## config.mk

```make
export PLATFORM = sky130hd
export DESIGN_NAME = instr_mem_sync_flat
export DESIGN_NICKNAME = d
export VERILOG_FILES = /design/src/rtl/instr_mem_sync_if.sv /design/src/rtl/instr_mem_sync.sv /design/src/flat_wrapper.sv
export SDC_FILE = /design/constraint.sdc
export NUM_CORES = 1
export LEC_CHECK = 0
export CAP_MARGIN = 25
export CORE_MARGIN = 1
export CORE_UTILIZATION = 55
export CTS_CLUSTER_SIZE = 25
export DETAILED_ROUTE_END_ITERATION = 8
export DONT_BUFFER_PORTS = 1
export PLACE_DENSITY = 0.7
export REMOVE_ABC_BUFFERS = 1
export SETUP_SLACK_MARGIN = 0.3
export SLEW_MARGIN = 20
export SYNTH_ARGS = -nofsm -noshare
export SYNTH_HDL_FRONTEND = slang
export SYNTH_SLANG_ARGS = --single-unit
```

## constraint.sdc

```tcl
create_clock -name clk -period 2.1 [get_ports clk]
set_clock_uncertainty 0.1 [all_clocks]
set_input_delay 0.42 -clock clk [delete_from_list [all_inputs] [get_ports clk]]
set_output_delay 0.42 -clock clk [all_outputs]
set_load 0.02 [all_outputs]
```

## src/rtl/instr_mem_sync_if.sv

```systemverilog
// instr_mem_sync_if: fetch, boot-control and load-port bundle between the core fetch stage and instr_mem_sync.
// Latency: none; this is wiring only.
// Backpressure: im_ready gates fetches and loads. The master drives requests and the slave (memory) drives the responses.
interface instr_mem_sync_if #(
    parameter int DATA_W = 32,
    parameter int DEPTH  = 16
);
    localparam int OFF_W  = $clog2(DATA_W / 8);
    localparam int ADDR_W = $clog2(DEPTH);

    // fetch request / response
    logic                    im_cs;
    logic                    im_req;
    logic [ADDR_W+OFF_W-1:0] im_addr;
    logic                    im_reinit;
    logic                    im_ready;
    logic                    im_valid;
    logic [DATA_W-1:0]       im_out;
    logic                    im_misalign;

    // run-time program load port
    logic                    ld_we;
    logic [ADDR_W-1:0]       ld_addr;
    logic [DATA_W-1:0]       ld_data;
    logic                    ld_ack;

    modport master (
        output im_cs, im_req, im_addr, im_reinit,
        output ld_we, ld_addr, ld_data,
        input  im_ready, im_valid, im_out, im_misalign, ld_ack
    );

    modport slave (
        input  im_cs, im_req, im_addr, im_reinit,
        input  ld_we, ld_addr, ld_data,
        output im_ready, im_valid, im_out, im_misalign, ld_ack
    );
endinterface

```

## src/rtl/instr_mem_sync.sv

```systemverilog
// instr_mem_sync: boot-loaded instruction RAM for the fetch stage. The load port is compiled in only with `IM_LOAD_EN.
// Latency: an accepted fetch returns im_valid/im_out/im_misalign 1 cycle later. A load write is acked 1 cycle later.
// Backpressure: none on accepted requests. Fetches and loads are dropped (not stalled) while im_ready is low during boot.
module instr_mem_sync #(
    parameter int DATA_W     = 32,
    parameter int DEPTH      = 16,
    parameter int BOOT_WORDS = 4
) (
    input  logic              clk,
    input  logic              rst_n,
    instr_mem_sync_if.slave   bus
);
    localparam int OFF_W  = $clog2(DATA_W / 8);
    localparam int ADDR_W = $clog2(DEPTH);

    localparam logic [0:0] ST_INIT  = 1'b0;
    localparam logic [0:0] ST_READY = 1'b1;

    // registered fetch response, launched one cycle after acceptance
    typedef struct packed {
        logic              vld;
        logic              misalign;
        logic [DATA_W-1:0] dat;
    } fetch_rsp_t;

    logic [0:0]        state;
    logic [ADDR_W-1:0] init_cnt;
    logic              init_last;
    logic [DATA_W-1:0] mem [DEPTH];
    fetch_rsp_t        rsp;

    logic              fetch_acc;
    logic              fetch_misalign;
    logic [ADDR_W-1:0] fetch_idx;
    logic              ld_wr;

    // Built-in boot program. Words past BOOT_WORDS (or past the table) load as zero.
    // The 32-bit table entries are zero-extended or truncated to DATA_W.
    function automatic logic [DATA_W-1:0] boot_word(input logic [ADDR_W-1:0] idx);
        logic [31:0]       w;
        logic [DATA_W-1:0] r;
        int                i;
        i = int'(idx);
        w = 32'h0;
        if (i < BOOT_WORDS) begin
            case (i)
                0:       w = 32'h002000B3;
                1:       w = 32'h000100B3;
                2:       w = 32'h00308133;
                3:       w = 32'h001101B3;
                default: w = 32'h0;
            endcase
        end
        r = '0;
        for (int b = 0; b < DATA_W && b < 32; b++) begin
            r[b] = w[b];
        end
        return r;
    endfunction

    assign init_last = (init_cnt == ADDR_W'(DEPTH - 1));
    assign fetch_idx = bus.im_addr[ADDR_W+OFF_W-1:OFF_W];
    assign fetch_acc = bus.im_req & bus.im_cs & (state == ST_READY);

    // Byte-wide words have no offset bits and therefore can never be misaligned.
    generate
        if (OFF_W == 0) begin : g_no_off
            assign fetch_misalign = 1'b0;
        end else begin : g_off
            assign fetch_misalign = |bus.im_addr[OFF_W-1:0];
        end
    endgenerate

    // Boot sequencer: INIT walks every word once, then READY until re-init is requested.
    always_ff @(posedge clk) begin
        if (!rst_n) begin
            state    <= ST_INIT;
            init_cnt <= '0;
        end else if (state == ST_INIT) begin
            // im_reinit is deliberately not looked at here; the current boot pass finishes
            init_cnt <= init_last ? '0 : init_cnt + ADDR_W'(1);
            if (init_last) begin
                state <= ST_READY;
            end
        end else if (bus.im_reinit) begin
            state    <= ST_INIT;
            init_cnt <= '0;
        end
    end

    // Memory array: the boot sequencer owns the write port in INIT, and the load port owns it in READY.
    always_ff @(posedge clk) begin
        if (rst_n) begin
            if (state == ST_INIT) begin
                mem[init_cnt] <= boot_word(init_cnt);
            end
`ifdef IM_LOAD_EN
            else if (ld_wr) begin
                mem[bus.ld_addr] <= bus.ld_data;
            end
`endif
        end
    end

    // Fetch response: the read sees pre-edge contents, so a same-cycle load returns old data.
    always_ff @(posedge clk) begin
        if (!rst_n) begin
            rsp <= '0;
        end else begin
            rsp.vld      <= fetch_acc;
            rsp.misalign <= fetch_acc & fetch_misalign;
            rsp.dat      <= (fetch_acc && !fetch_misalign) ? mem[fetch_idx] : '0;
        end
    end

`ifdef IM_LOAD_EN
    logic ld_ack_q;

    assign ld_wr = bus.ld_we & (state == ST_READY);

    // One-cycle acknowledge for each load write that was accepted
    always_ff @(posedge clk) begin
        if (!rst_n) begin
            ld_ack_q <= 1'b0;
        end else begin
            ld_ack_q <= ld_wr;
        end
    end

    assign bus.ld_ack = ld_ack_q;
`else
    // Load port is not compiled in, so its inputs are only sunk here.
    logic ld_unused;

    assign ld_wr      = 1'b0;
    assign ld_unused  = ld_wr ^ bus.ld_we ^ (^bus.ld_addr) ^ (^bus.ld_data);
    assign bus.ld_ack = 1'b0;
`endif

    assign bus.im_ready    = (state == ST_READY);
    assign bus.im_valid    = rsp.vld;
    assign bus.im_misalign = rsp.misalign;
    assign bus.im_out      = rsp.dat;

endmodule

```

## src/flat_wrapper.sv

```systemverilog
// flat-port wrapper written by rule: the top's interface ports become plain ports
module instr_mem_sync_flat 
#(
    parameter int DATA_W     = 32,
    parameter int DEPTH      = 16,
    parameter int BOOT_WORDS = 4
)
  (clk, rst_n, bus_im_cs, bus_im_req, bus_im_addr, bus_im_reinit, bus_ld_we, bus_ld_addr, bus_ld_data, bus_im_ready, bus_im_valid, bus_im_out, bus_im_misalign, bus_ld_ack);
  instr_mem_sync_if #(.DATA_W(DATA_W), .DEPTH(DEPTH)) bus_i ();
  input  logic clk;
  input  logic rst_n;
  input wire logic [$bits(bus_i.im_cs)-1:0] bus_im_cs;
  input wire logic [$bits(bus_i.im_req)-1:0] bus_im_req;
  input wire logic [$bits(bus_i.im_addr)-1:0] bus_im_addr;
  input wire logic [$bits(bus_i.im_reinit)-1:0] bus_im_reinit;
  input wire logic [$bits(bus_i.ld_we)-1:0] bus_ld_we;
  input wire logic [$bits(bus_i.ld_addr)-1:0] bus_ld_addr;
  input wire logic [$bits(bus_i.ld_data)-1:0] bus_ld_data;
  output wire logic [$bits(bus_i.im_ready)-1:0] bus_im_ready;
  output wire logic [$bits(bus_i.im_valid)-1:0] bus_im_valid;
  output wire logic [$bits(bus_i.im_out)-1:0] bus_im_out;
  output wire logic [$bits(bus_i.im_misalign)-1:0] bus_im_misalign;
  output wire logic [$bits(bus_i.ld_ack)-1:0] bus_ld_ack;
  assign bus_i.im_cs = bus_im_cs;
  assign bus_i.im_req = bus_im_req;
  assign bus_i.im_addr = bus_im_addr;
  assign bus_i.im_reinit = bus_im_reinit;
  assign bus_i.ld_we = bus_ld_we;
  assign bus_i.ld_addr = bus_ld_addr;
  assign bus_i.ld_data = bus_ld_data;
  assign bus_im_ready = bus_i.im_ready;
  assign bus_im_valid = bus_i.im_valid;
  assign bus_im_out = bus_i.im_out;
  assign bus_im_misalign = bus_i.im_misalign;
  assign bus_ld_ack = bus_i.ld_ack;
  instr_mem_sync #(.DATA_W(DATA_W), .DEPTH(DEPTH), .BOOT_WORDS(BOOT_WORDS)) u_core (.clk(clk), .rst_n(rst_n), .bus(bus_i));
endmodule
```

==> run summary, run 1 <==
The depth of the CTS H-tree was 3. The detailed router finished its first iteration with 114 violations. The run gives 3.17 mm as the routed length on met1. In this run the deepest clock path goes through 2 buffers. Of the total power, the share spent switching nets is 23.7%. For the final estimated routing congestion in global placement, the log shows 0.796. After detailed routing, the met2 layer carries 3.63 mm of wire. The transition time at the pin with the least slew margin came out at 570 ps.

The clock reaches the later pin of the worst-skew pair after 380 ps. The initial core utilization is 57.8%. The critical path endpoint category is a register. The tools report the internal power as 3.02 mW.

The tools report the net total in the final layout as 328. Counting flops and latches in the post-synthesis netlist gives 109. Measured along the x axis, the die boundary spans 92.8 µm.

After synthesis the cells add up to 4540 µm². The number of buffers created by CTS came out at 9. In the post-synthesis netlist, the biggest area contributors are sky130_fd_sc_hd__edfxtp_1 (64%), sky130_fd_sc_hd__mux4_2 (7.4%), sky130_fd_sc_hd__dfxtp_1 (5.7%), sky130_fd_sc_hd__mux4_1 (5.2%), sky130_fd_sc_hd__buf_4 (4.6%).

The run gives 4840 µm² as the final non-filler cell area. The tools report the wire length of the first global-routing pass as 12.0 mm. The tools report the kind of start point of the critical path as a register. The kind of path behind the tightest hold check was input pin to register. The estimated wirelength of the detail-placed design was 4.87 mm; the area growth from synthesis to layout was 6.73%. The number of global-route vias before repair was 2198. The logs give 4 for the detailed-routing iteration count for the pre-antenna-repair pass and 19.9% for the total track usage. The highest fanout seen on the critical path is 16, and the depth of the worst register-to-register path is 4. The critical path starts at u_core.init_cnt[1]. TritonCTS built the clock tree. In this run, flip-flops and latches consume 62.1% of the power. For the worst setup path, the data required time is 2110 ps. The number of cells traversed by the worst hold path came out at 1. The commonest register cell after synthesis was sky130_fd_sc_hd__edfxtp_1. Global routing finished with a remaining overflow of 0.

The share of synthesized registers carrying an async set or reset was 0%. The flow ran to the end, and the final reports show no timing, DRC or antenna violations. Number of antenna violations at the first check in global routing: 0. In this run the critical register-to-register path is captured at u_core.mem[11][5]. The run gives 258 as the instance count of the mapped netlist.

Based on the critical path, the design can be clocked at up to 578 MHz. The final-report max-slew violation count is 0, and the share of the clock period used by the worst path after layout is 82.4%. The number of enable-type register cells in the synthesized netlist was 96; the arrival time reported for the critical path endpoint was 1740 ps.

Counting distinct cell types in the post-synthesis netlist gives 34. By instance count, the leading cell after synthesis is sky130_fd_sc_hd__edfxtp_1. The total inserted antenna cells is 0, and the hold buffer count at CTS is 0. Area of the core region: 7850 µm². After floorplanning, the core was divided into 32 placement rows.

Input and output buffers added on the ports amount to 0. The die is 92.8 µm tall. The tools report the total wirelength of the detailed-routed design as 7.42 mm.

Setup violations remaining at the end of the flow were counted as 0. IR analysis of the VDD net gives a maximum drop of 388 µV. Setup repair after global routing left no endpoint under its margin. The final number of hold-violating endpoints was 0; the sum of negative setup slack was 0 ps. In this run, placement finished with an instance count of 367. Excluding fillers, the count of instances in the completed layout stands at 383. Detailed routing placed a total of 470 µm of wire on met3. In this run, the combinational gates consume 7.4% of the power.

The startpoint identified for the worst register-to-register timing path is u_core.init_cnt[1]. The analysis attributes to net switching a power of 0.937 mW. The tools report the destination of the critical timing path as u_core.mem[11][5].

The total number of vias is 2159. The headroom to the max-slew limit is 62.0%, and the via density per instance is 5.64. The cell area power density is 817 nW/µm², and the portion of synthesized cell area occupied by the leading cell type is 63.5%. The mean area per synthesized cell works out to 17.6 µm². During I/O placement, the number of pins put on the boundary was 84. Signal routing reaches up to met4. The critical path is of the register to register type. The tree is rooted in a sky130_fd_sc_hd__clkbuf_8. The post-CTS clock slew at the launch and capture registers of the worst setup and hold paths was 100 ps; the die area was 8620 µm². Summed over all instances, the cell type with the most area after synthesis is sky130_fd_sc_hd__edfxtp_1.

The worst reg-to-reg setup slack is 370 ps, and the largest net degree at the start of global routing is 24. In the final layout, the share of cells above drive strength 1 is 23.8%. The tool flagged a number of max-cap violations equal to 0. The logs give 61.7% for the share of the core filled with cells in the final layout and 0 for the Yosys warning count. After layout, the minimum clock period comes to 1730 ps.

The share of total power dissipated in the clock network is 30.4%. In the synthesized netlist, the cells that appear most often are sky130_fd_sc_hd__edfxtp_1 (96), sky130_fd_sc_hd__buf_4 (28), sky130_fd_sc_hd__mux4_2 (15), sky130_fd_sc_hd__nor2_1 (15), sky130_fd_sc_hd__dfxtp_1 (13). In the final routed layout, each cell accounts on average for 19.4 µm. The DRC violation count after routing is 0, and the post-place instance area is 4640 µm². The detail route stage leaves a number of antenna-violating nets equal to 0.

For this design the static power due to leakage is 1.68 nW. For this design, the sink count on the clock tree is 109. After synthesis, flip-flops and latches occupy 69.3% of the total area.
cell families (layout without fill, tap and decap cells):
family / count (synthesis) / after routing / share of synthesized area (%)
mux: 37 / 37 / 15.7
fa+ha+maj: 4 / 4 / 1.10
flops: 109 / 109 / 69.3
simple gates: 36 / 36 / 3.59
compound gates: 26 / 26 / 3.56
buf+inv: 45 / 46 / 6.70
other cells: 1 / 23 / 0.0827
how the worst min path moves through the flow:
stage / startpoint / endpoint / slack (ps)
floorplan: bus_im_addr[5] / u_core.bus.im_out[7] / 410
global placement: bus_im_addr[4] / u_core.bus.im_out[5] / 420
detailed placement: bus_im_addr[4] / u_core.bus.im_out[20] / 420
CTS: bus_im_addr[4] / u_core.bus.im_out[5] / 20
global route: bus_im_addr[4] / u_core.bus.im_out[5] / 20
finish: bus_im_addr[4] / u_core.bus.im_out[5] / 30
registers in the layout, summed over array words and instances (netlist names):
| signal | count |
|---|---|
| u_core.mem | 96 |
| u_core.bus.im_out | 6 |
| u_core.init_cnt | 4 |
| u_core.bus.im_misalign | 1 |
| u_core.bus.im_ready | 1 |
| u_core.bus.im_valid | 1 |
cell usage in the layout, fill, tap and decap left out, drive strengths merged:
| master | netlist | routed |
|---|---|---|
| o31ai | 1 | 1 |
| nor3b | 1 | 1 |
| nor2b | 3 | 3 |
| and2 | 2 | 2 |
| conb | 1 | 23 |
| o211a | 1 | 1 |
| a31oi | 1 | 1 |
| a31o | 1 | 1 |
| a311oi | 1 | 1 |
| o22ai | 1 | 1 |
| or2 | 1 | 1 |
| clkinvlp | 0 | 1 |
| nand4 | 1 | 1 |
| mux4 | 24 | 24 |
| a21oi | 8 | 8 |
| mux2i | 7 | 7 |
| ha | 4 | 4 |
| a21o | 1 | 1 |
| o21a | 3 | 3 |
| nor3 | 5 | 5 |
| clkinv | 0 | 3 |
| nor2 | 15 | 15 |
| clkbuf | 3 | 9 |
| edfxtp | 96 | 96 |
| dfxtp | 13 | 13 |
| nand2 | 8 | 8 |
| o21ai | 8 | 8 |
| mux2 | 6 | 6 |
| inv | 7 | 10 |
| buf | 35 | 23 |
power by group through the flow:
| stage | Clock (mW) | Sequential [mW] | Combinational (mW) |
|---|---|---|---|
| global placement | 0 | 2.51 | 0.283 |
| detailed placement | 0 | 2.51 | 0.293 |
| global route | 1.30 | 2.46 | 0.326 |
| floorplan | 0 | 2.51 | 0.202 |
| CTS | 1.21 | 2.46 | 0.298 |
| finish | 1.20 | 2.46 | 0.293 |
repair_timing:
item | CTS | global route
setup buffers | 0 | 0
resized for setup | 3 | 2
endpoints found under the setup margin | 32 | 22
cell type report:
class,instances,area [µm²]
tap,102,128
fill,583,3010
multi-input combinational,126,1180
timing repair buffer,23,173
inverter,7,26.3
clock buffer,9,124
clock inverter,7,67.6
sequential,109,3140
metal layers:
layer | track usage (%) | up-vias
met5 | 0 | -
met4 | 10.4 | 0
met3 | 3.20 | 11
met2 | 30.6 | 82
met1 | 27.4 | 1075
li1 | - | 991
stage by stage:
stage	total power [mW]	hold WS (ps)	worst slack (ps)
floorplan	2.71	407	325
finish	3.95	26.1	369
global route	4.09	23.5	309
global placement	2.79	415	218
detailed placement	2.80	416	150
CTS	3.97	22.4	348
worst max-delay path, cell delays in order (launching register included):
cell                      delay, ps
sky130_fd_sc_hd__dfxtp_1        410
sky130_fd_sc_hd__inv_1          100
sky130_fd_sc_hd__ha_1           210
sky130_fd_sc_hd__o21a_2         300
sky130_fd_sc_hd__or2_4          350
No activity file was read; power rests on OpenSTA's default activity.
==> inputs of run 2 (changes only) <==
==> constraint.sdc (replaced) <==
create_clock -name clk -period 1.8 [get_ports clk]
set_clock_uncertainty 0.1 [all_clocks]
set_input_delay 0.36 -clock clk [delete_from_list [all_inputs] [get_ports clk]]
set_output_delay 0.36 -clock clk [all_outputs]
set_load 0.02 [all_outputs]
==> run 2 against run 1 <==
Effect of this change: the flow now finishes with violations (negative hold slack); first-iteration DRC count grew 51%; die area stayed put; via count up 5.4%; cell count up 4.4%; critical path depth unchanged; largest cell class unchanged.
==> run summary, run 2 (synthesis gave the netlist of run 1 again) <==
The run finished, with violations left. The final reports fail on negative hold slack. The top cell types in the final layout, fill and taps aside, are sky130_fd_sc_hd__edfxtp_1 (96), sky130_fd_sc_hd__buf_4 (29), sky130_fd_sc_hd__mux4_2 (23), sky130_fd_sc_hd__conb_1 (23), sky130_fd_sc_hd__nor2_1 (12). The area growth from synthesis to layout came out at 13.7%. The run gives 655 µm as the met3 routed wirelength. Of the cells placed in the final design, the portion with a size suffix greater than 1 is 36.9%. The run gives 4 as the detailed-routing iteration count for the pre-antenna-repair pass. The largest net degree at the start of global routing is 24. The clock drives 109 sinks. The count of maximum capacitance violations came out at 0.

The run gives -45.2 ps as the post-route worst hold slack. Using the TritonRoute via totals, the vias-per-cell ratio works out to 5.69. The setup slack of the critical path after layout was 241 ps; the number of flip-flops in the largest register was 96.

Setup repair after global routing could not meet its margin everywhere. After global routing the overflow that remains totals 0. The data required time at the worst endpoint is 1970 ps. Number of global-route vias before repair: 2184. In this run the number of H-tree levels came out at 3. The most critical setup path has its startpoint at u_core.mem[10][21]. The run gives -16.9 ps as the worst setup timing slack at the placement stage. The tools report the root buffer cell as sky130_fd_sc_hd__clkbuf_8. The final layout contains 345 nets. Routed signal wires occupy layers up through met4. The tools report the beginning of the worst register-to-register path as u_core.mem[10][21]. The worst path in the final design needs a cycle of 1560 ps, including I/O delays and setup. After detailed routing, the total wire length is 8.03 mm. The final number of hold-violating endpoints is 5, and the arrival time reported for the critical path endpoint is 1730 ps. The final-report max-slew violation count came out at 0. The total track usage is 20.2%, and the count of non-filler cells in the finished layout is 400.

The cell count after placement came out at 375. Setup violations remaining at the end of the flow were counted as 0. For the number of buffers between clock root and the deepest sink, the log shows 2. The hold buffer count at CTS was 4; the post-CTS clock slew at the launch and capture registers of the worst setup and hold paths was 100 ps. During I/O placement, the number of pins put on the boundary was 84. STA classifies the critical path startpoint as a register. Counting flops per register, the top entry is u_core.mem. After detailed routing, the average wire length per cell comes to 20.1 µm.

The floorplan step defined a die boundary enclosing 8620 µm². In this run the power density over the cells is 942 nW/µm². The area of the core region is 7850 µm². The highest fanout seen on the critical path came out at 1. Hold path startpoint: bus_im_addr[4]. The category of the critical setup timing path was register to register.

During placement, the flow inserted port buffers numbering 0. The detail route stage leaves a number of antenna-violating nets equal to 0. After detailed routing, the number of remaining DRC violations is 0. IR analysis of the VDD net gives a maximum drop of 393 µV. The violation count after the first detailed-routing iteration came out at 172. The sum of negative setup slack is 0 ps. The initial core utilization came out at 57.8%.

The kind of path behind the tightest hold check is input pin to register. For this design the static power due to leakage is 1.79 nW. For this run, the top clock speed supported by timing is 641 MHz.

The first global-routing pass estimated 12.1 mm of wire. From left edge to right edge, the die measures 92.8 µm. The chip height is 92.8 µm, and the total number of vias is 2276. Clock network latency to the later pin of the worst-skew pair: 370 ps.

TritonCTS built the clock tree. The library cell used most frequently in the layout, excluding fill and tap cells, is sky130_fd_sc_hd__edfxtp_1. The critical path endpoint category is a register.

Number of antenna violations at the first check in global routing: 0. In this run the core area contains 32 standard-cell rows. The number of antenna diodes in the final layout is 0. Setup slack on the worst reg-to-reg path comes out at 240 ps. Clock tree synthesis inserted a total of 9 buffers. Once detailed placement completed, the half-perimeter wirelength came to 4.83 mm.

The logs give 4.86 mW for the post-route total power and 3.41 mm for the routed length on met1. In the finished design, the share of the clock period the worst path needs comes to 86.6%. Summed over all nets, wire length on met2 after detailed routing comes to 3.83 mm. Final estimated routing congestion in global placement: 0.827.
[run 2: cell types whose count changed in the layout (fill, tap and decap cells not counted), moves of 4 or more]
cell / change
sky130_fd_sc_hd__mux4_2: +8
sky130_fd_sc_hd__o21ai_2: +4
sky130_fd_sc_hd__dlygate4sd3_1: +4
sky130_fd_sc_hd__mux2_4: +6
sky130_fd_sc_hd__buf_4: +6
sky130_fd_sc_hd__mux2_2: -6
sky130_fd_sc_hd__mux4_1: -8
sky130_fd_sc_hd__buf_6: +5
[run 2: path summary, 6_finish.rpt]
| path | endpoint | cells after the start |
|---|---|---|
| worst max-delay path | u_core.bus.im_out[21] | 4 |
| worst min-delay path | u_core.bus.im_out[5] | 1 |
| worst max register to register | u_core.bus.im_out[21] | 4 |
| worst min register to register | u_core.init_cnt[0] | 3 |
[run 2: worst max-delay path, cell delays in order (launching register included)]
cell and delay (ps):
sky130_fd_sc_hd__edfxtp_1 390, sky130_fd_sc_hd__mux4_2 510, sky130_fd_sc_hd__mux2_4 300, sky130_fd_sc_hd__o21ai_2 110, sky130_fd_sc_hd__a21oi_1 40
[run 2: layer usage]
| layer | track usage (%) | up-vias |
|---|---|---|
| met4 | 9.23 | 0 |
| met5 | 0 | - |
| li1 | - | 1013 |
| met1 | 29.6 | 1137 |
| met2 | 29.2 | 116 |
| met3 | 4.43 | 10 |
[run 2: power by group]
part / switching (mW) / internal [mW]
clock: 0.851 / 0.673
sequential: 0.0186 / 2.85
combinational: 0.257 / 0.207
[run 2: area by class of cell]
class / instances / area [µm²]
Clock inverter: 6 / 77.6
Multi-Input combinational cell: 128 / 1330
Clock buffer: 10 / 128
Fill cell: 536 / 2690
Inverter: 7 / 31.3
Timing Repair Buffer: 38 / 314
Sequential cell: 109 / 3150
Tap cell: 102 / 128
[run 2: what timing repair did]
item / 4_1_cts / 5_1_grt
endpoints found under the setup margin: 117 / 102
setup buffers: 1 / 2
gates resized for setup: 45 / 20
pin swaps: 5 / 4
cloned: 1 / 1
hold endpoints to repair: 9 / 5
[run 2: per-stage QoR]
stage	hold WS, ps	area [µm²]	util, %
finish	-45.2	5160	65.7
global route	-70.4	5160	65.7
CTS	-59.3	5040	64.3
detailed placement	356	4700	59.9
global placement	355	4700	59.9
floorplan	347	4340	-
